[src/rtl/stopwatch_pkg.sv]
// Shared state encoding, cycle constants and width helper
// for the stopwatch sequencer.
package stopwatch_pkg;

    typedef enum logic [1:0] {
        ST_IDLE   = 2'd0,
        ST_RUN    = 2'd1,
        ST_PAUSE  = 2'd2,
        ST_ADJUST = 2'd3
    } state_e;

    localparam int SEC_CYCLES_DEF   = 100000000;
    localparam int ADJ_CYCLES_DEF   = 50000000;
    localparam int BLINK_CYCLES_DEF = 25000000;
    localparam int DB_CYCLES_DEF    = 1000000;

    // Short periods so a simulation exercises every wrap quickly
    localparam int SIM_SEC_CYCLES   = 10;
    localparam int SIM_ADJ_CYCLES   = 5;
    localparam int SIM_BLINK_CYCLES = 3;
    localparam int SIM_DB_CYCLES    = 4;

    function automatic int cnt_w(input int n);
        return (n > 1) ? $clog2(n) : 1;
    endfunction

endpackage

[src/rtl/btn_debounce.sv]
// Two-flop synchroniser, stability counter and one-cycle
// press pulse for a raw push button.
module btn_debounce
    import stopwatch_pkg::*;
#(
    parameter int DB_CYCLES = DB_CYCLES_DEF
) (
    input  logic clk,
    input  logic rst,
    input  logic btn_i,
    output logic press_o
);

    localparam int CW = cnt_w(DB_CYCLES);
    localparam logic [CW-1:0] CNT_MAX = CW'(DB_CYCLES - 1);

    logic          s1_q;
    logic          s2_q;
    logic          lvl_q;
    logic          press_q;
    logic [CW-1:0] cnt_q;

    // Any return to the accepted level restarts the stability count
    always_ff @(posedge clk or posedge rst) begin
        if (rst) begin
            s1_q    <= 1'b0;
            s2_q    <= 1'b0;
            lvl_q   <= 1'b0;
            press_q <= 1'b0;
            cnt_q   <= '0;
        end else begin
            s1_q    <= btn_i;
            s2_q    <= s1_q;
            press_q <= 1'b0;
            if (s2_q == lvl_q) begin
                cnt_q <= '0;
            end else if (cnt_q == CNT_MAX) begin
                cnt_q   <= '0;
                lvl_q   <= s2_q;
                press_q <= s2_q;
            end else begin
                cnt_q <= cnt_q + CW'(1);
            end
        end
    end

    assign press_o = press_q;

endmodule

[src/rtl/stopwatch_ctrl.sv]
// Stopwatch sequencer: IDLE/RUN/PAUSE/ADJUST state machine
// emitting registered one-cycle enables and a blink level.
module stopwatch_ctrl
    import stopwatch_pkg::*;
#(
    parameter int SEC_CYCLES   = SEC_CYCLES_DEF,
    parameter int ADJ_CYCLES   = ADJ_CYCLES_DEF,
    parameter int BLINK_CYCLES = BLINK_CYCLES_DEF,
    parameter int DB_CYCLES    = DB_CYCLES_DEF
) (
    input  logic       clk,
    input  logic       rst,
    input  logic       btn_pause,
    input  logic       btn_reset,
    input  logic       sw_adj,
    input  logic       sw_sel,
    output logic       sec_en,
    output logic       adj_min_en,
    output logic       adj_sec_en,
    output logic       clr,
    output logic       blink,
    output logic [1:0] state
);

    localparam int SW = cnt_w(SEC_CYCLES);
    localparam int AW = cnt_w(ADJ_CYCLES);
    localparam int BW = cnt_w(BLINK_CYCLES);
    localparam logic [SW-1:0] SEC_MAX   = SW'(SEC_CYCLES - 1);
    localparam logic [AW-1:0] ADJ_MAX   = AW'(ADJ_CYCLES - 1);
    localparam logic [BW-1:0] BLINK_MAX = BW'(BLINK_CYCLES - 1);

    logic          pause_press;
    logic          reset_press;
    logic          adj_s1_q, adj_s2_q;
    logic          sel_s1_q, sel_s2_q;
    state_e        state_q, state_d;
    logic [SW-1:0] sec_div_q, sec_div_d;
    logic [AW-1:0] adj_div_q, adj_div_d;
    logic [BW-1:0] blink_div_q, blink_div_d;
    logic          blink_q, blink_d;
    logic          sec_en_q, sec_en_d;
    logic          adj_min_q, adj_min_d;
    logic          adj_sec_q, adj_sec_d;
    logic          clr_q, clr_d;
    logic          tick_d;

    btn_debounce #(.DB_CYCLES(DB_CYCLES)) u_db_pause (
        .clk     (clk),
        .rst     (rst),
        .btn_i   (btn_pause),
        .press_o (pause_press)
    );

    btn_debounce #(.DB_CYCLES(DB_CYCLES)) u_db_reset (
        .clk     (clk),
        .rst     (rst),
        .btn_i   (btn_reset),
        .press_o (reset_press)
    );

    always_comb begin
        state_d   = state_q;
        sec_div_d = sec_div_q;
        if (state_q == ST_RUN) begin
            sec_div_d = (sec_div_q == SEC_MAX) ? '0 : sec_div_q + SW'(1);
        end
        if (reset_press) begin
            state_d   = ST_IDLE;
            sec_div_d = '0;
        end else if (adj_s2_q && state_q != ST_ADJUST) begin
            state_d   = ST_ADJUST;
            sec_div_d = '0;
        end else if (state_q == ST_ADJUST && !adj_s2_q) begin
            state_d = ST_PAUSE;
        end else if (pause_press) begin
            unique case (state_q)
                ST_IDLE, ST_PAUSE: state_d = ST_RUN;
                ST_RUN:            state_d = ST_PAUSE;
                default:           state_d = state_q;
            endcase
        end

        // Adjust/blink dividers sit at zero outside ADJUST, so entry restarts them
        adj_div_d   = '0;
        blink_div_d = '0;
        blink_d     = 1'b0;
        if (state_q == ST_ADJUST) begin
            adj_div_d   = (adj_div_q == ADJ_MAX) ? '0 : adj_div_q + AW'(1);
            blink_div_d = (blink_div_q == BLINK_MAX) ? '0 : blink_div_q + BW'(1);
            blink_d     = (blink_div_q == BLINK_MAX) ? ~blink_q : blink_q;
        end
        if (state_d != ST_ADJUST) begin
            blink_d = 1'b0;
        end

        // Enables are registered against the next divider value
        tick_d    = (state_d == ST_ADJUST) && (adj_div_d == ADJ_MAX);
        sec_en_d  = (state_d == ST_RUN) && (sec_div_d == SEC_MAX);
        adj_min_d = tick_d & ~sel_s2_q;
        adj_sec_d = tick_d & sel_s2_q;
        clr_d     = reset_press;
    end

    always_ff @(posedge clk or posedge rst) begin
        if (rst) begin
            adj_s1_q    <= 1'b0;
            adj_s2_q    <= 1'b0;
            sel_s1_q    <= 1'b0;
            sel_s2_q    <= 1'b0;
            state_q     <= ST_IDLE;
            sec_div_q   <= '0;
            adj_div_q   <= '0;
            blink_div_q <= '0;
            blink_q     <= 1'b0;
            sec_en_q    <= 1'b0;
            adj_min_q   <= 1'b0;
            adj_sec_q   <= 1'b0;
            clr_q       <= 1'b0;
        end else begin
            adj_s1_q    <= sw_adj;
            adj_s2_q    <= adj_s1_q;
            sel_s1_q    <= sw_sel;
            sel_s2_q    <= sel_s1_q;
            state_q     <= state_d;
            sec_div_q   <= sec_div_d;
            adj_div_q   <= adj_div_d;
            blink_div_q <= blink_div_d;
            blink_q     <= blink_d;
            sec_en_q    <= sec_en_d;
            adj_min_q   <= adj_min_d;
            adj_sec_q   <= adj_sec_d;
            clr_q       <= clr_d;
        end
    end

    assign sec_en     = sec_en_q;
    assign adj_min_en = adj_min_q;
    assign adj_sec_en = adj_sec_q;
    assign clr        = clr_q;
    assign blink      = blink_q;
    assign state      = state_q;

endmodule

[config.mk]
export PLATFORM = sky130hd
export DESIGN_NAME = stopwatch_ctrl
export DESIGN_NICKNAME = d
export VERILOG_FILES = /design/src/rtl/stopwatch_pkg.sv /design/src/rtl/btn_debounce.sv /design/src/rtl/stopwatch_ctrl.sv
export SDC_FILE = /design/constraint.sdc
export NUM_CORES = 1
export LEC_CHECK = 0
export ABC_CLOCK_PERIOD_IN_PS = 4350
export BUFFER_PORTS_ARGS = -buffer_cell sky130_fd_sc_hd__buf_2
export CORE_AREA = 2 2 113 115
export CTS_BUF_LIST = sky130_fd_sc_hd__clkbuf_4
export DETAILED_ROUTE_END_ITERATION = 10
export DIE_AREA = 0 0 115 117
export PLACE_DENSITY_LB_ADDON = 0.2
export SLEW_MARGIN = 5
export SYNTH_ARGS = -nofsm -noshare
export SYNTH_HDL_FRONTEND = slang
export SYNTH_SLANG_ARGS = --single-unit
[constraint.sdc]
create_clock -name clk -period 4.35 [get_ports clk]
set_input_delay 0.6525 -clock clk [delete_from_list [all_inputs] [get_ports clk]]
set_output_delay 0.6525 -clock clk [all_outputs]
set_load 0.02 [all_outputs]
==> run_results.csv <==
group,metric,value,unit
sta,final.setup.tns,0,ns
worst_setup_path,critPathCaptureType,"flop",
clock_network,cts_tree,"built",
route,viasPerCell,5.73,
logic_synthesis,muxShareOfSynthArea,0.749,%
global_routing,grt_overflow,0,
sta,slew_headroom,31.6,%
worst_setup_path,critPathSlowestCell,"o31ai_2",
worst_setup_path,cp-endpoint,"sec_en",
worst_setup_path,critPathKind,"reg -> reg",
worst_setup_path,worstSetupStartpointType,"flop",
cells_and_area,drive_gt1_share,8.14,%
global_routing,antenna_found_initial,0,
route,totalWireLength,13300,um
worst_setup_path,r2r_setup_slack,1.48,ns
placed_design,place.gp.congestion,0.906,
route,drtIter0Drc,332,
clock_network,cts.sinks,137,
floorplan,die_w,115,um
logic_synthesis,yosysUniqueCellTypes,59,
sta,tightest_slew,1.03,ns
sta,worst_slack,1.48,ns
worst_setup_path,r2r-end,"sec_en",
floorplan,dieArea,13500,um^2
logic_synthesis,async_flop_share,100,%
power,power,0.00229,W
power,p_switching,0.000529,W
worst_setup_path,cp.required,4.78,ns
floorplan,ios,13,
logic_synthesis,synth_top_cell_area_share,48.9,%
route,drtAntennaViolNets,0,
placed_design,dp_hpwl,9070,um
power,internal_power,0.00176,W
clock_network,htree_levels,4,
logic_synthesis,ys.flop_type,"dfrtp_1",
global_routing,grt_pass1_wl,22800,um
clock_network,cts_setup_buffers,0,
clock_network,cts-resized-gates,0,
logic_synthesis,synth_fp_nets,742,
worst_setup_path,r2r_start,"sec_div_q[0]",
logic_synthesis,synth_top_family_by_area,"simple AND/OR/NAND/NOR gates",
cells_and_area,diodes,0,
clock_network,cts_buffer_depth,2,
logic_synthesis,synthTopCellsByArea,"dfrtp_1 49%, xor2_1 7.5%, nor2_1 7.2%",
route,drc,0,
logic_synthesis,synth_xor_area_share,13.2,%
worst_setup_path,critical-path-top-delay-family,"compound AO/OA/AOI/OAI gates",
clock_network,root_buffer,"clkbuf_4",
placed_design,place.port_buffers,12,
logic_synthesis,synth-edff-count,0,
clock_network,insertion_delay,0.54,ns
power,power.leakage,3.20,nW
cells_and_area,final_common_cell,"dfrtp_1",
logic_synthesis,syn_area,7020,um^2
floorplan,core,12300,um^2
global_routing,grt_max_degree,117,
worst_setup_path,ff2ff_path_depth,8,
worst_setup_path,cp_cell_sequence,"ha_1 -> and3b_1 -> nand4_1 -> o31ai_2 -> buf_4 -> a21oi_1 -> o21ai_0 -> nor4_2",
logic_synthesis,yosys.area_share.simple,29.4,%
power,ir_drop,213,uV
floorplan,rows,41,
power,p_clk_share,40.1,%
logic_synthesis,ys_seq_elements,137,
clock_network,postCtsHoldBufs,0,
sta,hold_viol,0,
power,p_sw_share,23.1,%
logic_synthesis,synth_largest_area_cell,"dfrtp_1",
cells_and_area,area_delta_synth_final,6.13,%
run,drv_cap,0,
sta,drv_slew,0,
clock_network,cts_made_buffers,17,
worst_setup_path,path_buf_inv,1,
sta,fin_crit,2.87,ns
logic_synthesis,synth-compound-area-share,3.96,%
sta,fin_skew,0.0109,ns
cells_and_area,layout.nets,747,
cells_and_area,instances_no_fill,899,
global_routing,grt_pass1_vias,4942,
sta,period_share,65.9,%
power,seqPwrFrac,56.8,%
worst_setup_path,worstSetupStartpoint,"sec_div_q[0]",
worst_setup_path,cp.depth,8,
route,via_count,5151,
floorplan,start_util,57.0,%
cells_and_area,final_cell_mix,"137 x dfrtp_1, 135 x nor2_1, 60 x xor2_1, 52 x nand3_1, 50 x nand2_1",
power,powerDensity,307,nW/um^2
worst_setup_path,path_max_fanout,17,
sta,rsz0062_at_grt,"false",
worst_setup_path,slowest_delay,0.80,ns
logic_synthesis,synth_seq_area_share,48.9,%
hold_path,hold_class,"in -> reg",
route,wl_per_cell,14.8,um
worst_setup_path,arrival,3.29,ns
sta,finalSetupViolCount,0,
logic_synthesis,syn_inst,731,
placed_design,dp.cells,867,
logic_synthesis,synthAdderAreaFrac,0.891,%
logic_synthesis,yosysWarnings,0,
power,combPwrFrac,3.1,%
placed_design,place_ws,1.54,ns
sta,max_freq,0.349,GHz
floorplan,die_h,117,um
run_status,outcome,"finished clean",
clock_network,clk_pin_slew,0.11,ns
route,firstDrtPassIters,4,
global_routing,gr-usage-all-layers,21.2,%
logic_synthesis,syn_area_per_cell,9.60,um^2
## worst min-delay path by stage
stage / slack, ns / cells after the start / endpoint / from
after floorplan: 0.33 / 0 / adj_s2_q / adj_s1_q
after global placement: 0.34 / 0 / u_db_reset.s2_q / u_db_reset.s1_q
after detailed placement: 0.33 / 0 / u_db_reset.s2_q / u_db_reset.s1_q
after CTS: 0.17 / 1 / u_db_reset.s1_q / btn_reset
after global routing: 0.16 / 1 / u_db_reset.s1_q / btn_reset
final: 0.21 / 1 / u_db_reset.s1_q / btn_reset
## sequential cells by signal (all words and copies together), names as in the netlist, 2 cells and up
register	count
state	2
u_db_reset.cnt_q	20
adj_div_q	26
u_db_pause.cnt_q	20
sec_div_q	27
blink_div_q	25
## synthesized netlist by cell type, types with 3 or more instances
| master | number |
|---|---|
| nand2b_1 | 4 |
| buf_4 | 4 |
| o21ai_0 | 10 |
| nand4_1 | 33 |
| xnor2_1 | 46 |
| a21oi_1 | 11 |
| nor4_1 | 11 |
| o31ai_1 | 3 |
| nor2b_1 | 5 |
| nor2_1 | 135 |
| or4_1 | 6 |
| inv_1 | 14 |
| and4b_1 | 3 |
| clkbuf_1 | 8 |
| nand4b_1 | 6 |
| a31oi_1 | 4 |
| and2_1 | 5 |
| dfrtp_1 | 137 |
| and4_1 | 10 |
| and3_1 | 26 |
| nand2_1 | 50 |
| nor3_1 | 16 |
| or3_1 | 4 |
| buf_2 | 12 |
| nand3_1 | 52 |
| nor3b_1 | 4 |
| ha_1 | 5 |
| or2_2 | 3 |
| xor2_1 | 60 |
| nand3b_1 | 4 |
| and3b_1 | 3 |
| mux2i_1 | 3 |
## stage by stage
step                      hold slack, ns  utilization [%]  instance area, um^2
after floorplan                    0.331                -                 7020
after global placement             0.336             57.9                 7130
after detailed placement           0.335             57.9                 7130
after CTS                          0.175             60.5                 7450
after global routing               0.163             60.5                 7450
final                              0.212             60.5                 7450
## per-layer routing
| layer | track usage [%] | up-vias | part of all wire [%] |
|---|---|---|---|
| met2 | 32.9 | 104 | 46 |
| met4 | 8.76 | 0 | 2.3 |
| met5 | 0 | - | 0 |
| met1 | 29.0 | 2470 | 48 |
| li1 | - | 2549 | - |
| met3 | 4.79 | 28 | 3.6 |
## logic make-up (layout without fill, tap and decap cells)
family,after synthesis,after routing
xor gates and xnor gates,106,106
DFF,137,137
buffers and inverters,42,60
muxes,5,5
and+or+nand+nor,394,394
adders and majority gates,5,5
AOI/OAI and AO/OA,42,42
## cell type report
type                            instances  area, um^2
Clock buffer                           18         135
Clock inverter                         14         180
Fill cell                            1047        4860
Inverter                               14        57.6
Multi-Input combinational cell        552        3380
Sequential cell                       137        3430
Tap cell                              150         188
Timing Repair Buffer                   14        75.1
## power groups by stage
| stage | Combinational [W] | Sequential, W | Clock [W] |
|---|---|---|---|
| floorplan | 0.0000549 | 0.00132 | 0 |
| global placement | 0.0000705 | 0.00132 | 0 |
| detailed placement | 0.0000729 | 0.00132 | 0 |
| CTS | 0.0000735 | 0.00130 | 0.000939 |
| global route | 0.0000841 | 0.00130 | 0.000996 |
| finish | 0.0000705 | 0.00130 | 0.000918 |
Power figures use the tool's default switching activity.
